## src/rtl/color_pack_pkg.sv

```systemverilog
// Shared types and constants for the colour pair writer.
// Build option: define COLOR_PACK_CNT_EN to enable the accepted-pixel counter.
package color_pack_pkg;

  typedef enum logic [1:0] {
    IDLE    = 2'd0,
    COLLECT = 2'd1,
    WRITE   = 2'd2
  } state_e;

  localparam int CH_N_DEF = 3;
  localparam int CH_R     = 0;
  localparam int CH_G     = 1;
  localparam int CH_B     = 2;

  // Channel index width; at least one bit so a single-channel build still has a counter.
  function automatic int ch_w(input int n);
    return (n > 1) ? $clog2(n) : 1;
  endfunction

endpackage

```

## src/rtl/color_pack_writer_pair_reg.sv

```systemverilog
// Holds the first (hi) and second (lo) pixel bytes of a pair and presents
// the packed {hi,lo} word for the selected channel.
module color_pair_reg
  import color_pack_pkg::*;
#(
  parameter int CH_N = CH_N_DEF,
  parameter int CH_W = ch_w(CH_N)
) (
  input  logic                 clk,
  input  logic                 rst,
  input  logic                 load_hi,
  input  logic                 load_lo,
  input  logic                 zero_lo,
  input  logic [CH_N-1:0][7:0] px_in,
  input  logic [CH_W-1:0]      rd_ch,
  output logic [15:0]          rd_word
);

  logic [CH_N-1:0][7:0] hi_q, hi_d;
  logic [CH_N-1:0][7:0] lo_q, lo_d;

  always_comb begin
    hi_d = hi_q;
    lo_d = lo_q;
    if (load_hi) hi_d = px_in;
    // Zero pad wins so a flushed half pair never carries stale bytes.
    if (zero_lo)      lo_d = '0;
    else if (load_lo) lo_d = px_in;
  end

  always_ff @(posedge clk or negedge rst) begin
    if (!rst) begin
      hi_q <= '0;
      lo_q <= '0;
    end else begin
      hi_q <= hi_d;
      lo_q <= lo_d;
    end
  end

  always_comb begin
    rd_word = '0;
    for (int c = 0; c < CH_N; c++) begin
      if (rd_ch == CH_W'(c)) rd_word = {hi_q[c], lo_q[c]};
    end
  end

endmodule

```

## src/rtl/color_pack_writer.sv

```systemverilog
// Packs pixel pairs into one 16-bit word per channel and writes them through
// a stallable memory port. Build option: COLOR_PACK_CNT_EN adds pix_count.
module color_pack_writer
  import color_pack_pkg::*;
#(
  parameter int ADDR_W = 16,
  parameter int CH_N   = CH_N_DEF
) (
  input  logic                 clk,
  input  logic                 rst,
  input  logic                 start,
  input  logic [ADDR_W-1:0]    base_addr,
  input  logic                 px_valid,
  input  logic [CH_N-1:0][7:0] px_in,
  output logic                 px_ready,
  input  logic                 flush,
  output logic                 flush_done,
  output logic                 mem_we,
  output logic [ADDR_W-1:0]    mem_addr,
  output logic [15:0]          mem_do,
  input  logic                 mem_ready,
  output logic                 busy,
  output logic [15:0]          pix_count,
  output state_e               dbg_state
);

  // Handshakes: a pixel moves on px_valid & px_ready at a rising edge; a word
  // moves on mem_we & mem_ready. While mem_we is high and mem_ready low, the
  // address and data are held unchanged.

  localparam int CH_W = ch_w(CH_N);

  state_e              state_q, state_d;
  logic [ADDR_W-1:0]   ptr_q, ptr_d;
  logic [CH_W-1:0]     ch_q, ch_d;
  logic                half_q, half_d;
  logic                flush_pend_q, flush_pend_d;
  logic                flush_done_q, flush_done_d;
  logic                load_hi, load_lo, zero_lo;
  logic                px_fire, wr_fire, flush_eff, last_ch;
  logic [15:0]         pair_word;

  assign px_fire   = px_valid & px_ready;
  assign wr_fire   = mem_we & mem_ready;
  assign flush_eff = flush | flush_pend_q;
  assign last_ch   = (ch_q == CH_W'(CH_N - 1));

  color_pair_reg #(.CH_N(CH_N), .CH_W(CH_W)) u_pair (
    .clk     (clk),
    .rst     (rst),
    .load_hi (load_hi),
    .load_lo (load_lo),
    .zero_lo (zero_lo),
    .px_in   (px_in),
    .rd_ch   (ch_q),
    .rd_word (pair_word)
  );

  always_ff @(posedge clk or negedge rst) begin
    if (!rst) begin
      state_q      <= IDLE;
      ptr_q        <= '0;
      ch_q         <= '0;
      half_q       <= 1'b0;
      flush_pend_q <= 1'b0;
      flush_done_q <= 1'b0;
    end else begin
      state_q      <= state_d;
      ptr_q        <= ptr_d;
      ch_q         <= ch_d;
      half_q       <= half_d;
      flush_pend_q <= flush_pend_d;
      flush_done_q <= flush_done_d;
    end
  end

  always_comb begin
    state_d      = state_q;
    ptr_d        = ptr_q;
    ch_d         = ch_q;
    half_d       = half_q;
    flush_pend_d = flush_pend_q;
    flush_done_d = 1'b0;
    load_hi      = 1'b0;
    load_lo      = 1'b0;
    zero_lo      = 1'b0;
    case (state_q)
      IDLE: begin
        if (flush) flush_done_d = 1'b1;
        if (start) begin
          ptr_d        = base_addr;
          half_d       = 1'b0;
          flush_pend_d = 1'b0;
          state_d      = COLLECT;
        end
      end
      COLLECT: begin
        if (start && !half_q && !flush_eff) ptr_d = base_addr;
        // The pixel is applied first, then any flush sees the updated half flag.
        if (px_fire && half_q) begin
          load_lo      = 1'b1;
          half_d       = 1'b0;
          ch_d         = '0;
          flush_pend_d = flush_eff;
          state_d      = WRITE;
        end else if (flush_eff) begin
          if (px_fire || half_q) begin
            load_hi      = px_fire;
            zero_lo      = 1'b1;
            half_d       = 1'b0;
            ch_d         = '0;
            flush_pend_d = 1'b1;
            state_d      = WRITE;
          end else begin
            flush_done_d = 1'b1;
            flush_pend_d = 1'b0;
            state_d      = IDLE;
          end
        end else if (px_fire) begin
          load_hi = 1'b1;
          half_d  = 1'b1;
        end
      end
      WRITE: begin
        if (flush) flush_pend_d = 1'b1;
        if (wr_fire) begin
          ptr_d = ptr_q + ADDR_W'(1);
          ch_d  = ch_q + CH_W'(1);
          if (last_ch) begin
            ch_d = '0;
            if (flush_eff) begin
              flush_done_d = 1'b1;
              flush_pend_d = 1'b0;
              state_d      = IDLE;
            end else begin
              state_d = COLLECT;
            end
          end
        end
      end
      default: state_d = IDLE;
    endcase
  end

  always_comb begin
    px_ready   = (state_q == COLLECT);
    mem_we     = (state_q == WRITE);
    mem_addr   = mem_we ? ptr_q : '0;
    mem_do     = mem_we ? pair_word : '0;
    busy       = (state_q != IDLE);
    flush_done = flush_done_q;
    dbg_state  = state_q;
  end

`ifdef COLOR_PACK_CNT_EN
  logic [15:0] cnt_q, cnt_d;
  logic        start_ok;

  assign start_ok = start && ((state_q == IDLE) ||
                    (state_q == COLLECT && !half_q && !flush_eff));

  always_comb begin
    cnt_d = cnt_q;
    if (start_ok)                        cnt_d = '0;
    else if (px_fire && cnt_q != 16'hFFFF) cnt_d = cnt_q + 16'd1;
  end

  always_ff @(posedge clk or negedge rst) begin
    if (!rst) cnt_q <= '0;
    else      cnt_q <= cnt_d;
  end

  assign pix_count = cnt_q;
`else
  assign pix_count = '0;
`endif

endmodule

```

## config.mk

```make
export PLATFORM = sky130hd
export DESIGN_NAME = color_pack_writer
export DESIGN_NICKNAME = d
export VERILOG_FILES = /design/src/rtl/color_pack_pkg.sv /design/src/rtl/color_pack_writer_pair_reg.sv /design/src/rtl/color_pack_writer.sv
export SDC_FILE = /design/constraint.sdc
export NUM_CORES = 1
export LEC_CHECK = 0
export CAP_MARGIN = 25
export CORE_ASPECT_RATIO = 1.5
export CORE_MARGIN = 3
export CORE_UTILIZATION = 35
export CTS_BUF_LIST = sky130_fd_sc_hd__clkbuf_8
export CTS_CLUSTER_DIAMETER = 50
export DETAILED_ROUTE_END_ITERATION = 10
export GPL_TIMING_DRIVEN = 1
export PLACE_DENSITY = 0.69
export SYNTH_ARGS = -nofsm -noshare
export SYNTH_HDL_FRONTEND = slang
export SYNTH_HIERARCHICAL = 1
export SYNTH_SLANG_ARGS = --single-unit
```

## constraint.sdc

```tcl
create_clock -name clk -period 4.2 [get_ports clk]
set_clock_uncertainty 0.05 [all_clocks]
set_input_delay 0.63 -clock clk [delete_from_list [all_inputs] [get_ports clk]]
set_output_delay 0.63 -clock clk [all_outputs]
set_load 0.005 [all_outputs]
```

# Word-level counts from Yosys, hierarchy flattened
# Index checks and enable logic that the tools add are counted.
[totals]
reg_bits = 71
inputBits = 46
output_inout_bits = 54
word_cells = 104
[classes]
addsub = 2
n_eq_ne = 12
n_mux = 57
bitwise = 3
n_reduce_logical = 18
[ops]
columns = ["cell", "count"]
rows = [
  ["16-bit two-way mux", 8],
  ["24-bit two-way mux", 2],
  ["16-bit one-hot mux with 3 select lines", 1],
  ["1-bit two-way mux", 30],
  ["2-bit two-way mux", 11],
  ["16-bit by 1-bit adder with 16-bit output, second input constant", 1],
  ["4-bit AND reduction", 4],
  ["2-bit nonzero test", 4],
  ["2-bit by 1-bit != test with 1-bit output, second input constant", 3],
  ["3-bit by 1-bit != test with 1-bit output, second input constant", 2],
  ["1-bit one-hot mux with 3 select lines", 2],
  ["2-bit one-hot mux with 3 select lines", 1],
  ["2-bit by 1-bit equality test with 1-bit output, second input constant", 2],
  ["2-bit equality test, second input constant", 2],
  ["2-bit logical NOT", 2],
  ["4-bit by 1-bit != test with 1-bit output, second input constant", 1],
  ["4-bit by 2-bit != test with 1-bit output, second input constant", 1],
  ["2-bit one-hot mux with 2 select lines", 1],
  ["1-bit logical AND", 3],
  ["3-bit AND reduction", 1],
  ["3-bit nonzero test", 1],
  ["2-bit by 1-bit adder with 2-bit output, second input constant", 1],
  ["1-bit AND", 2],
  ["1-bit logical NOT", 2],
  ["other kinds (4)", 4],
]

# Logic depth before layout (Yosys ltp)
[depth]
depth_word = 8
ltp_mapped = 8
depth_no_buf = 7

# By module
# The synthesis kept the hierarchy.
[by_module_without_submodules]
columns = ["mod", "n_inst", "cells_per_inst", "area_each_um2", "seq_area_each_um2"]
rows = [
  ["color_pair_reg", 1, 167, 2328.5, 1201.2],
  ["color_pack_writer", 1, 236, 1820.5, 575.6],
]

# Worst setup path before layout
# Ideal clock, no wire load.
[synth_timing]
path_type = "reg2out"
start = "reg state_q[0] (netlist: dbg_state[0])"
end = "out mem_addr[6]"
t_arrival_ns = 1.433
required_time_ns = 3.520
path_slack_ns = 2.087
path_stages_with_launch = 6
path_buffers = 2
path_cell_list = "dfrtp_1 -> inv_1 -> ha_1 -> clkbuf_1 -> clkbuf_1 -> and2_1"
[synth_between]
elab_chain_cells = 2
[synth_rtl]
columns = ["item", "line_no", "source"]
rows = [
  ["start, declared", "color_pack_writer.sv:33", "state_e state_q, state_d;"],
  ["start signal, assigned", "color_pack_writer.sv:68", "state_q <= state_d;"],
  ["2-bit equality test", "color_pack_writer.sv:147", "mem_we = (state_q == WRITE);"],
  ["net mem_we", "color_pack_writer.sv:18", "output logic mem_we,"],
  ["16-bit two-way mux", "color_pack_writer.sv:148", "mem_addr = mem_we ? ptr_q : '0;"],
  ["end, declared", "color_pack_writer.sv:19", "output logic [ADDR_W-1:0] mem_addr,"],
]
# The timed path passes the listed nets, and every way through them passes these cells.

# Worst setup path in the final report
[layout_timing]
start = "reg state_q[0] (netlist: dbg_state[0])"
end = "out mem_addr[8]"
[layout_between]
elab_chain_cells = 2
[layout_rtl]
columns = ["item", "line_no"]
rows = [
  ["2-bit equality test", "color_pack_writer.sv:147"],
  ["16-bit two-way mux", "color_pack_writer.sv:148"],
]
# Every way passes these cells.

==> impl_metrics.py <==
metrics = {
    "outcome": {
        "outcome": "complete, no violations",
    },
    "yosys": {
        "syn_inst": 403,
        "ys_ff_latch": 71,
        "ys_warn_count": 6,
        "synth_top_family_by_area": "multiplexers",
        "synth-main-ff-cell": "dfrtp_1",
        "synth_adder_area_share": 0.0151,
        "synthSimpleGateAreaFrac": 0.152,
        "synth.distinct_cells": 46,
        "synth_xor_area_frac": 0.00211,
        "synth-compound-area-share": 0.131,
        "synth_mux_area_frac": 0.182,
        "avgSynthCellArea_um2": 10.3,
        "synth_seq_area_share": 0.428,
        "synth_area_um2": 4150,
        "async_reset_ff_frac": 1.00,
        "synth-edff-count": 0,
    },
    "setup_path": {
        "crit_required_ps": 3520,
        "crit_arrival_ps": 2700,
        "critPathMaxStageDelay_ps": 590,
        "critPathMaxFanout": 16,
        "cp_slowest_cell": "ha_1",
        "endpoint_kind": "primary output",
        "startpoint_type": "register",
        "path_cells": "inv_1 > ha_1 > clkinv_1 > nor2_1 > clkdlybuf4s50_1",
        "critPathKind": "register to primary output",
    },
    "global_route": {
        "grt_max_degree": 46,
        "overflow": 0,
        "grt_pass1_wl_um": 16800,
        "grt_pass1_vias": 3301,
        "grt.total_usage": 0.162,
        "antenna_found_initial": 0,
    },
    "clocking": {
        "cts_tree": "yes",
        "cts_max_path_buffers": 2,
        "postCtsSetupRepairBufs": 0,
        "cts_buffers": 9,
        "ctsResizeCount": 0,
        "root_buffer": "clkbuf_8",
        "cts_hold_buf": 0,
        "cts.clk_slew.worst_paths_ps": 80,
        "cts_max_level": 3,
        "cts.sinks": 71,
        "worstSkewPairLatency_ps": 350,
    },
    "floorplanning": {
        "die_w_um": 94.9,
        "num_rows": 48,
        "start_util": 0.360,
        "core_region_area_um2": 11500,
        "dieArea_um2": 13200,
        "io_pins": 100,
        "die_h_um": 139,
    },
    "sta": {
        "tns_ps": 0,
        "tightestPinTransition_ps": 713,
        "slew_headroom": 0.525,
        "rsz0062_at_grt": "false",
        "min_period_ps": 3380,
        "finalSetupViolCount": 0,
        "finalCritPeriodShare": 0.805,
        "hold_ws_ps": 249,
        "fmax_mhz": 296,
        "slew_viol_final": 0,
        "finalHoldViolations": 0,
    },
    "power": {
        "max-vdd-ir-drop_mv": 0.284,
        "p_int_mw": 2.19,
        "clockPowerShare": 0.158,
        "p_leak_nw": 2.20,
        "p_sw_mw": 1.30,
        "p_per_area_nw_per_um2": 672,
        "power_frac_comb": 0.473,
        "switching_share": 0.372,
        "p_seq_frac": 0.368,
    },
    "cells_and_area": {
        "fillers": 1151,
        "area_growth_pct": 25.1,
        "regArea_um2": 1780,
        "layout.cells.most_common": "clkdlybuf4s50_1",
        "multi_input_area_um2": 2070,
        "nNetsFinal": 527,
        "layout_common_cells": "clkdlybuf4s50_1 (82), dfrtp_1 (71), mux2i_1 (41)",
        "final_area_um2": 5190,
        "drive_gt1_frac": 0.102,
        "n_antenna_cell": 0,
    },
    "drt": {
        "vias_per_cell": 5.05,
        "wire_per_inst_um": 16.2,
        "drtAntennaViolNets": 0,
        "drc_errors": 0,
        "drtPass1Iterations": 4,
        "drt_iter0_drc": 190,
        "vias": 3183,
        "routed_wl_um": 10200,
    },
    "placed_design": {
        "postPlaceCellArea_um2": 4970,
        "routabilityCongestion": 0.877,
        "dpl.hpwl_um": 7190,
        "io_buffers": 83,
    },
    "job": {
        "cap_violations": 0,
    },
    "min_path": {
        "min_path_type": "primary input to async pin",
    },
}
area by class of cell:
class,instances,area share
repair buffers,89,0.174
multi-input cells,289,0.398
inverters,16,0.0116
clock buffers,11,0.0292
flip-flops and latches,71,0.342
well taps,150,0.0362
clock inverters,4,0.00868
worst paths after layout:
path / start / end / slack, ps / cells past startpoint
setup / recovery: dbg_state[0] / mem_addr[8] / 820 / 5
hold / removal: rst / ptr_q[13] / 250 / 1
setup reg to reg: dbg_state[0] / ptr_q[10] / 1690 / 8
hold reg to reg: u_pair/hi_q[2] / u_pair/hi_q[2] / 460 / 1
max in group asynchronous: rst / u_pair/hi_q[4] / 2810 / 2
min in group clk: u_pair/hi_q[2] / u_pair/hi_q[2] / 460 / 1
sequential cells by signal (all words and copies together), names as in the netlist:
name,count
u_pair/hi_q,24
flush_pend_q,1
flush_done,1
ch_q,2
u_pair/lo_q,24
half_q,1
ptr_q,16
dbg_state,2
critical path: cells and delay by family (launching register included):
kind / cells / cell delay (ps)
buffers and inverters: 3 / 1100
DFF: 1 / 420
and+or+nand+nor: 1 / 250
adders and majority gates: 1 / 590
synthesized netlist by cell type (3+ instances only):
cell | instances | area, um^2
and2_1 | 26 | 163
mux2_4 | 20 | 300
dfrtp_1 | 71 | 1780
ha_1 | 5 | 62.6
o21ai_0 | 14 | 70.1
and3_1 | 5 | 31.3
buf_6 | 7 | 78.8
nor2b_1 | 4 | 25.0
inv_1 | 15 | 56.3
o2bb2ai_1 | 17 | 149
nor2_1 | 37 | 139
nor3_1 | 3 | 15.0
buf_2 | 5 | 25.0
mux2_1 | 4 | 45.0
buf_4 | 17 | 128
o22ai_1 | 8 | 50.1
clkbuf_1 | 10 | 37.5
a2bb2oi_1 | 6 | 52.6
nand2_1 | 22 | 82.6
mux2i_1 | 41 | 410
a31oi_1 | 6 | 37.5
a21oi_1 | 20 | 100
nand3_1 | 11 | 55.1
power by group through the flow:
stage | Sequential [mW] | Clock (mW) | Combinational [mW]
final | 1.28 | 0.552 | 1.65
after global routing | 1.33 | 0.598 | 1.84
after CTS | 1.31 | 0.572 | 1.63
after detailed placement | 1.32 | 0 | 1.62
after global placement | 1.29 | 0 | 1.58
after floorplan | 1.20 | 0 | 1.22
metal layers:
layer / global-route usage / up-vias / wire length (um)
met5: 0 / - / 0
met4: 0.0677 / 0 / 172
met3: 0.0389 / 15 / 619
met2: 0.263 / 111 / 5100
met1: 0.203 / 1534 / 4290
li1: - / 1523 / -
kinds of logic after synthesis:
logic type      count (synthesis)
buf+inv                        58
simple gates                  123
other cells                     1
compound gates                 79
xor+xnor                        1
fa+ha+maj                       5
mux                            65
flops                          71
metrics by stage:
step	setup WS, ps	cells	power [mW]	util
after floorplan	2090	418	2.42	-
after global placement	1310	614	2.87	0.431
after detailed placement	1230	614	2.94	0.431
after CTS	826	629	3.51	0.448
after global routing	659	630	3.77	0.450
final	819	630	3.49	0.450
Note: power is estimated with default switching activity, not from simulation.
